### src/rtl/mem_port_arbiter.sv
// Two-port arbiter in front of a single-port synchronous memory (1-cycle read latency).
// Registered grants with round-robin on conflict and a bounded lock for bursts.
module mem_port_arbiter #(
  parameter int AW       = 8,
  parameter int DW       = 8,
  parameter int LOCK_MAX = 4
) (
  input  logic          Clock,
  input  logic          Reset,
  input  logic          ReqA,
  input  logic          WeA,
  input  logic          LockA,
  input  logic [AW-1:0] AddrA,
  input  logic [DW-1:0] WDataA,
  output logic          GntA,
  output logic          RValidA,
  input  logic          ReqB,
  input  logic          WeB,
  input  logic          LockB,
  input  logic [AW-1:0] AddrB,
  input  logic [DW-1:0] WDataB,
  output logic          GntB,
  output logic          RValidB,
  output logic [DW-1:0] RData,
  output logic          MemEn,
  output logic          MemWe,
  output logic [AW-1:0] MemAddr,
  output logic [DW-1:0] MemWData,
  input  logic [DW-1:0] MemRData,
  output logic          Busy
);

  localparam int LCW = $clog2(LOCK_MAX + 1);
  localparam logic [LCW-1:0] LOCK_LIM = LCW'(LOCK_MAX);

  typedef enum logic [1:0] {IDLE = 2'd0, OWN_A = 2'd1, OWN_B = 2'd2} state_t;

  state_t         state, state_nxt;
  logic [LCW-1:0] lock_cnt, lock_cnt_acc;
  logic           last_b;
  logic           acc_a, acc_b;
  logic           rvalid_a_p1, rvalid_b_p1;

  function automatic logic [LCW-1:0] sat_inc(input logic [LCW-1:0] v);
    return (v >= LOCK_LIM) ? LOCK_LIM : v + LCW'(1);
  endfunction

  assign acc_a = (state == OWN_A) & ReqA;
  assign acc_b = (state == OWN_B) & ReqB;

  // Lock count as it stands once this cycle's access is taken into account.
  always_comb begin
    lock_cnt_acc = lock_cnt;
    if (acc_a)      lock_cnt_acc = LockA ? sat_inc(lock_cnt) : '0;
    else if (acc_b) lock_cnt_acc = LockB ? sat_inc(lock_cnt) : '0;
  end

  always_ff @(posedge Clock) begin
    if (!Reset) state <= IDLE;
    else        state <= state_nxt;
  end

  always_comb begin
    state_nxt = state;
    case (state)
      IDLE: begin
        if (ReqA && ReqB) state_nxt = last_b ? OWN_A : OWN_B;
        else if (ReqA)    state_nxt = OWN_A;
        else if (ReqB)    state_nxt = OWN_B;
        else              state_nxt = IDLE;
      end
      OWN_A: begin
        if (acc_a && LockA && ((lock_cnt_acc < LOCK_LIM) || !ReqB)) state_nxt = OWN_A;
        else if (ReqB) state_nxt = OWN_B;
        else if (ReqA) state_nxt = OWN_A;
        else           state_nxt = IDLE;
      end
      OWN_B: begin
        if (acc_b && LockB && ((lock_cnt_acc < LOCK_LIM) || !ReqA)) state_nxt = OWN_B;
        else if (ReqA) state_nxt = OWN_A;
        else if (ReqB) state_nxt = OWN_B;
        else           state_nxt = IDLE;
      end
      default: state_nxt = IDLE;
    endcase
  end

  // p0 -> p1: read-return valid, lock count and round-robin pointer.
  always_ff @(posedge Clock) begin
    if (!Reset) begin
      rvalid_a_p1 <= 1'b0;
      rvalid_b_p1 <= 1'b0;
      lock_cnt    <= '0;
      last_b      <= 1'b1;
    end else begin
      rvalid_a_p1 <= acc_a & ~WeA;
      rvalid_b_p1 <= acc_b & ~WeB;
      lock_cnt    <= (state_nxt != state) ? '0 : lock_cnt_acc;
      if (acc_a)      last_b <= 1'b0;
      else if (acc_b) last_b <= 1'b1;
    end
  end

  always_comb begin
    GntA     = (state == OWN_A);
    GntB     = (state == OWN_B);
    Busy     = (state != IDLE);
    MemEn    = acc_a | acc_b;
    MemWe    = (acc_a & WeA) | (acc_b & WeB);
    MemAddr  = acc_b ? AddrB : AddrA;
    MemWData = acc_b ? WDataB : WDataA;
    RValidA  = rvalid_a_p1;
    RValidB  = rvalid_b_p1;
    RData    = MemRData;
  end

endmodule

### config.mk
export PLATFORM = sky130hd
export DESIGN_NAME = mem_port_arbiter
export DESIGN_NICKNAME = d
export VERILOG_FILES = /design/src/rtl/mem_port_arbiter.sv
export SDC_FILE = /design/constraint.sdc
export NUM_CORES = 1
export LEC_CHECK = 0
export CAP_MARGIN = 20
export CORE_UTILIZATION = 30
export CTS_BUF_LIST = sky130_fd_sc_hd__clkbuf_4
export DETAILED_ROUTE_END_ITERATION = 7
export HOLD_SLACK_MARGIN = 0.12
export PLACE_DENSITY = 0.8
export SLEW_MARGIN = 20
export SYNTH_ARGS = -nofsm -noshare
export SYNTH_HDL_FRONTEND = slang
export SYNTH_SLANG_ARGS = --single-unit
### constraint.sdc
create_clock -name Clock -period 1.8 [get_ports Clock]
set_input_delay 0.18 -clock Clock [delete_from_list [all_inputs] [get_ports Clock]]
set_output_delay 0.18 -clock Clock [all_outputs]
set_load 0.005 [all_outputs]
Word level (Yosys, flattened, before mapping)

Cells that the tools add are included.

Add/subtract/negate cells: 1
$mul: 0
Div/mod/pow operators: 0
Magnitude comparators: 2
Equality and inequality tests: 3
Shift-type cells: 0
Muxes and demuxes: 18
Bitwise operators: 11
Reductions and logical operators: 13

Operators with widths:

| kind                  | count |
|---|---|
| $mux W8               | 2 |
| $mux W3               | 5 |
| $mux W2               | 7 |
| $and A1 B1 Y1         | 6 |
| $pmux W2 S3           | 1 |
| $logic_and A1 B1 Y1   | 5 |
| $reduce_bool A2 Y1    | 2 |
| $add A3 B1 Y3 const B | 1 |
| $ge A3 B3 Y1 const B  | 1 |
| $lt A3 B3 Y1 const B  | 1 |
| $mux W1               | 3 |
| $not A1 Y1            | 3 |
| $eq A2 B1 Y1 const B  | 1 |
| $eq A2 B2 Y1 const B  | 1 |
| $logic_not A1 Y1      | 2 |
| $logic_not A2 Y1      | 1 |
| $logic_or A1 B1 Y1    | 2 |
| $ne A2 B2 Y1          | 1 |
| $or A1 B1 Y1          | 2 |
| $reduce_or A2 Y1      | 1 |

Register bits after elaboration: 8
Latch bits: 0
RAM bits: 0
ROM bits: 0
Input port bits: 48
Output and inout port bits: 31
Word-level logic and storage cells: 53
Memories: 0

Longest topological paths before layout

Depth after elaboration: 12
Mapped depth: 6
Mapped depth without buffers: 5

Worst setup path after synthesis

OpenSTA, ideal clock, no wires.

Path type: flip-flop to flip-flop
Start point: reg lock_cnt[1]
End point: reg lock_cnt[0]
Setup time: 0.127 ns
Arrival: 1.274 ns
Data required time: 1.673 ns
Path slack: 0.399 ns
Cell stages (with the launch flop): 6
Path buffers: 0
Clock period less this slack: 1.401 ns
Path through: dfxtp_1 > ha_1 > and4bb_2 > a21oi_1 > a2bb2oi_1 > nor3_1

Cells in the longest elaborated chain, start to end: 12

Ends and longest elaborated chain:

| what                                          | RTL line | source |
|---|---|---|
| from (decl)                                   | 39       | `logic [LCW-1:0] lock_cnt, lock_cnt_acc;` |
| from (signal assigned)                        | 98       | `lock_cnt <= (state_nxt != state) ? '0 : lock_cnt_acc;` |
| $add A3 B1 Y3 or $ge A3 B3 Y1 (tied branches) | 45       | `return (v >= LOCK_LIM) ? LOCK_LIM : v + LCW'(1);` |
| $mux W3                                       | 45       |  |
| $mux W3 (2 in a row)                          | 55       | `else if (acc_b) lock_cnt_acc = LockB ? sat_inc(lock_cnt) : '0;` |
| $mux W3 *                                     | 54       | `if (acc_a) lock_cnt_acc = LockA ? sat_inc(lock_cnt) : '0;` |
| $lt A3 B3 Y1                                  | 73, 79   |  |
| $logic_or A1 B1 Y1 (on tied branches)         | 79, 73   |  |
| $logic_and A1 B1 Y1 (on tied branches)        | 79, 73   |  |
| $mux W2 (on tied branches)                    | 79, 73   |  |
| $pmux W2 S3                                   | 65       | `case (state)` |
| $ne A2 B2 Y1                                  | 98       |  |
| $reduce_or A2 Y1 (no line)                    | --       |  |

Mark *: on every way between the ends. The rest lies on a longest branch, timed or not.
A chain may end at the register's enable or synchronous reset.

Worst setup path after layout

Start point: reg state[0]
End point: out MemEn

Cells in the longest elaborated chain, start to end: 3

Ends and longest elaborated chain:

| what                                         | RTL line | source |
|---|---|---|
| from (decl)                                  | 38       | `state_t state, state_nxt;` |
| from (signal assigned)                       | 60       | `else state <= state_nxt;` |
| $eq A2 B1 Y1 or $eq A2 B2 Y1 (tied branches) | 48, 49   |  |
| $and A1 B1 Y1 (on tied branches)             | 48, 49   |  |
| $or A1 B1 Y1 *                               | 108      | `MemEn = acc_a \| acc_b;` |
| to (decl)                                    | 25       | `output logic MemEn,` |

Marks and branches as above.

==> results <==
- The number of levels the H-tree was split into is 1.
- The largest fanout of any net on the critical path is 11.
- The initialized floorplan defines 18 standard-cell rows.
- TritonCTS created 3 clock buffers.
- The share of total power dissipated in the clock network is 0.234.
- Setup violations remaining at the end of the flow were counted as 0.
- The sum of overflow across all layers after global routing is 0.
- The number of global-route vias before repair came to 889.
- The worst hold-check path type is in -> out.
- Leaving out fill and tap cells, the most frequent cells in the layout are 55 x sky130_fd_sc_hd__nand2_1, 44 x sky130_fd_sc_hd__clkdlybuf4s50_1, 14 x sky130_fd_sc_hd__dlygate4sd2_1, 13 x sky130_fd_sc_hd__buf_4, 7 x sky130_fd_sc_hd__inv_1.
- The initial cell density of the core is 0.3182.
- The logic gate share of total power is 0.457.
- Leaving out fill and tap cells, the most frequent cell in the layout is sky130_fd_sc_hd__nand2_1.
- The share of flip-flops with an asynchronous set or reset is 0.
- The post-synthesis sequential area ratio is 0.2032.
- For this design, the sink count on the clock tree is 8.
- Setup repair after global routing could not meet its margin everywhere.
- The worst flop-to-flop path endpoint is lock_cnt[2].
- The worst hold path terminates at RData[5].
- The global router's overall resource usage is 0.1941.
- The number of max-slew violations in the final report came to 0.
- The clock-pin slew on the worst setup and hold paths is 0.06 ns.
- The fraction of layout instances using a drive strength above 1 is 0.1632.
- The repair_antennas step left the layout with diodes totalling 0.
- On the worst path, the slowest cell contributes a delay of 0.43 ns.
- The power dissipated by switching net loads is 0.1708 mW.
- The clock tree root driver cell is sky130_fd_sc_hd__clkbuf_4.
- No sink is reached through more buffers than the 2 on the longest clock path.
- The first detailed-routing pass took 4 iterations.
- Of the total synthesized cell area, the portion taken by full adders, half adders and majority gates is 0.03175.
- Excluding fillers, the count of instances in the completed layout stands at 220.
- The core region is 0.002477 mm^2.
- The type of the worst setup path is reg -> out.
- The half-perimeter wire length of the detailed placement result is 2132 um.
- The area fraction in compound gates after synthesis is 0.1587.
- The sort of element at the end of the critical path is an output port.
- The proportion of total power due to net switching is 0.2819.
- The clock tree from TritonCTS is done.
- The number of I/O port buffers is 62.
- The simple-gate portion of the synthesized area is 0.4365.
- The count of nets left with antenna violations once routing finished came out at 0.
- Yosys printed 0 warnings.
- For this block, the via count after detailed routing is 1057.
- The final-layout fill cell count is 227.
- The first global-routing pass estimated 3926 um of wire.
- The number of nets in the synthesized netlist is 173.
- Across all register-to-register paths, the minimum setup slack is 0.20 ns.
- Across the VDD grid, the largest voltage drop is 0.0003477 V.
- The number of placed instances, taps included, is 210.
- The worst setup path startpoint is state[0].
- The final count of hold timing violations is 0.
- In this run the power density over the cells is 397.3 mW/mm^2.
- The startpoint of the worst hold path is MemRData[5].
- The time the worst path needs with I/O delays and setup is 1.758 ns.
- On the critical path, the stage with the largest delay is an instance of sky130_fd_sc_hd__clkdlybuf4s50_1.
- For this block, the initial DRC count from the detailed router was 34.
- Max-cap violations in this run came to 0.
- The average cell area after synthesis is 6.409 um^2.
- The die area is 0.002837 mm^2.
- The die extent in x is 53.26 um.
- The worst-skew pair later-pin latency is 0.26 ns.
- The quantity of hold-fixing buffers added after cts is 0.
- Along the worst hold path, the cell count comes to 0.
- Clock skew on the completed layout was measured at 0.01050 ns.
- In this run the tightest slew margin relative to its limit is 0.7124.
- In the synthesized netlist the dominant register cell turns out to be sky130_fd_sc_hd__dfxtp_1.
- The number of buffers and inverters on the critical path is 3.
- The net count of the finished layout is 242.
- The area occupied by registers is 162.7 um^2.
- By area, the combinational part of the netlist is dominated by simple AND/OR/NAND/NOR gates.
- Summed over all cells, the static leakage comes to 0.7675 nW.
- Counting every instance in the synthesized netlist gives 123.
- Internal power comes to 0.4352 mW.
- The total I/O pin count is 79.
- Summing every instance area after synthesis gives 788.3 um^2.
- The total DRC errors in the routed layout is 0.
- The final total power is 0.6060 mW.
- Of the total synthesized cell area, the portion taken by XOR and XNOR cells is 0.
- The startpoint identified for the worst register-to-register timing path is lock_cnt[0].
- The type of element launching the critical path is a flip-flop.
- The share of total power dissipated in sequential elements is 0.309.
- The flow ran to the end, and the final reports show no timing, DRC or antenna violations.
- The worst-case reg-to-reg path depth is 5.
- Routability-driven placement finished with a final weighted congestion of 0.9172.
- The final layout contains routed wiring with a total length of 2708 um.
- The mux contribution to synthesized area is 0.01270.
- Dividing the detail-routed wire length by the instance count gives 12.31 um.
- In this run, synthesis produced a sequential element count of 8.
- The data arrival time of the critical path is 1.58 ns.
- The number of synthesized flops with an enable pin is 0.
- The part of the cycle the worst path needs is 0.9768.
- Walking the worst path, the cells encountered are buf_4 > and3b_2 > nor2_4 > inv_1 > clkdlybuf4s50_1.
- Entering global routing, the biggest net connects 12 pins.
- The die height is 53.26 um.
- Data on the critical path is required at its endpoint by 1.62 ns.
- In the routed layout, each cell is associated on average with a via count of 4.805.
- The setup TNS is 0 ns.
- Relative to the synthesized area, the layout overhead comes to 93.49%.
- After synthesis, the netlist uses 31 different library cells.
- The number of antenna violations at the first check in global routing is 0.
- The cell family contributing the most delay on the critical path is buffers and inverters.
- The multi-input combinational cells in the finished layout cover a total of 523.0 um^2.
- Static timing analysis puts the maximum clock frequency at 0.5687 GHz.
- For the pin with the worst max-slew slack, the measured transition is 0.4206 ns.
## layout make-up
cell class	count	area share
inverters	7	0.01723
flip-flops and latches	8	0.1066
multi-input cells	94	0.3429
repair buffers	78	0.4938
well taps	30	0.02461
clock buffers	3	0.01477
## state kept, by name, indices dropped and copies added (netlist names)
register,flops
state,2
lock_cnt,3
RValidA,1
RValidB,1
last_b,1
## power by group through the flow
stage / clock network (mW) / registers [mW] / logic, mW
after floorplan: 0 / 0.189 / 0.109
after global placement: 0 / 0.190 / 0.275
after detailed placement: 0 / 0.190 / 0.279
after CTS: 0.143 / 0.187 / 0.272
after global routing: 0.153 / 0.187 / 0.299
final: 0.142 / 0.187 / 0.277
## metal layers
metal  up-vias  GRT usage  routed length, um
met2        57     0.3500               1341
met5         -          0                  0
met1       456     0.2044               1000
li1        535          -                  -
met4         0    0.07018                 31
met3         9    0.06609                335
## cells in the mapped netlist, types with 2 or more instances
library cell | instances | area share
sky130_fd_sc_hd__dfxtp_1 | 8 | 0.20
sky130_fd_sc_hd__nor2_1 | 2 | 0.0095
sky130_fd_sc_hd__nand2_1 | 56 | 0.27
sky130_fd_sc_hd__ha_1 | 2 | 0.032
sky130_fd_sc_hd__nand4b_1 | 2 | 0.022
sky130_fd_sc_hd__nor2b_1 | 2 | 0.016
sky130_fd_sc_hd__nand3b_1 | 2 | 0.019
sky130_fd_sc_hd__nor3_1 | 4 | 0.025
sky130_fd_sc_hd__a21oi_1 | 4 | 0.025
sky130_fd_sc_hd__buf_4 | 9 | 0.086
sky130_fd_sc_hd__inv_1 | 7 | 0.033
sky130_fd_sc_hd__and3b_1 | 2 | 0.022
sky130_fd_sc_hd__o21ai_0 | 3 | 0.019
sky130_fd_sc_hd__buf_2 | 3 | 0.019
## worst max path at each step
| stage | cells past startpoint | end | slack, ns |
|---|---|---|---|
| after global routing | 5 | MemEn | -0.002 |
| final | 5 | MemEn | 0.04 |
| after CTS | 6 | MemAddr[0] | -0.02 |
| after detailed placement | 6 | MemAddr[3] | -0.09 |
| after global placement | 6 | MemWData[0] | -0.05 |
| after floorplan | 5 | lock_cnt[0] | 0.40 |
## metrics by stage
step	hold WS, ns	cell area, um^2	utilization	setup WS (ns)
after floorplan	0.2518	788.3	-	0.3985
after global placement	0.3600	1429	0.5768	-0.04509
after detailed placement	0.3600	1429	0.5768	-0.08853
after CTS	0.3600	1484	0.5990	-0.01519
after global routing	0.3600	1525	0.6157	-0.001646
final	0.3600	1525	0.6157	0.04175
## kinds of logic (layout without fill, tap and decap cells)
logic type                 Yosys count  in the layout
adders and majority gates            2              2
buffers and inverters               21             88
and+or+nand+nor                     75             75
DFF                                  8              8
muxes                                1              1
AOI/OAI and AO/OA                   16             16
## timing repair
| item | 4_1_cts | 5_1_grt |
|---|---|---|
| resized for setup | 22 | 8 |
| pin swaps | 2 | 2 |
| setup endpoints to repair | 18 | 7 |
| cloned | 1 | 0 |
| setup buffers | 3 | 3 |
Power figures use the tool's default switching activity.
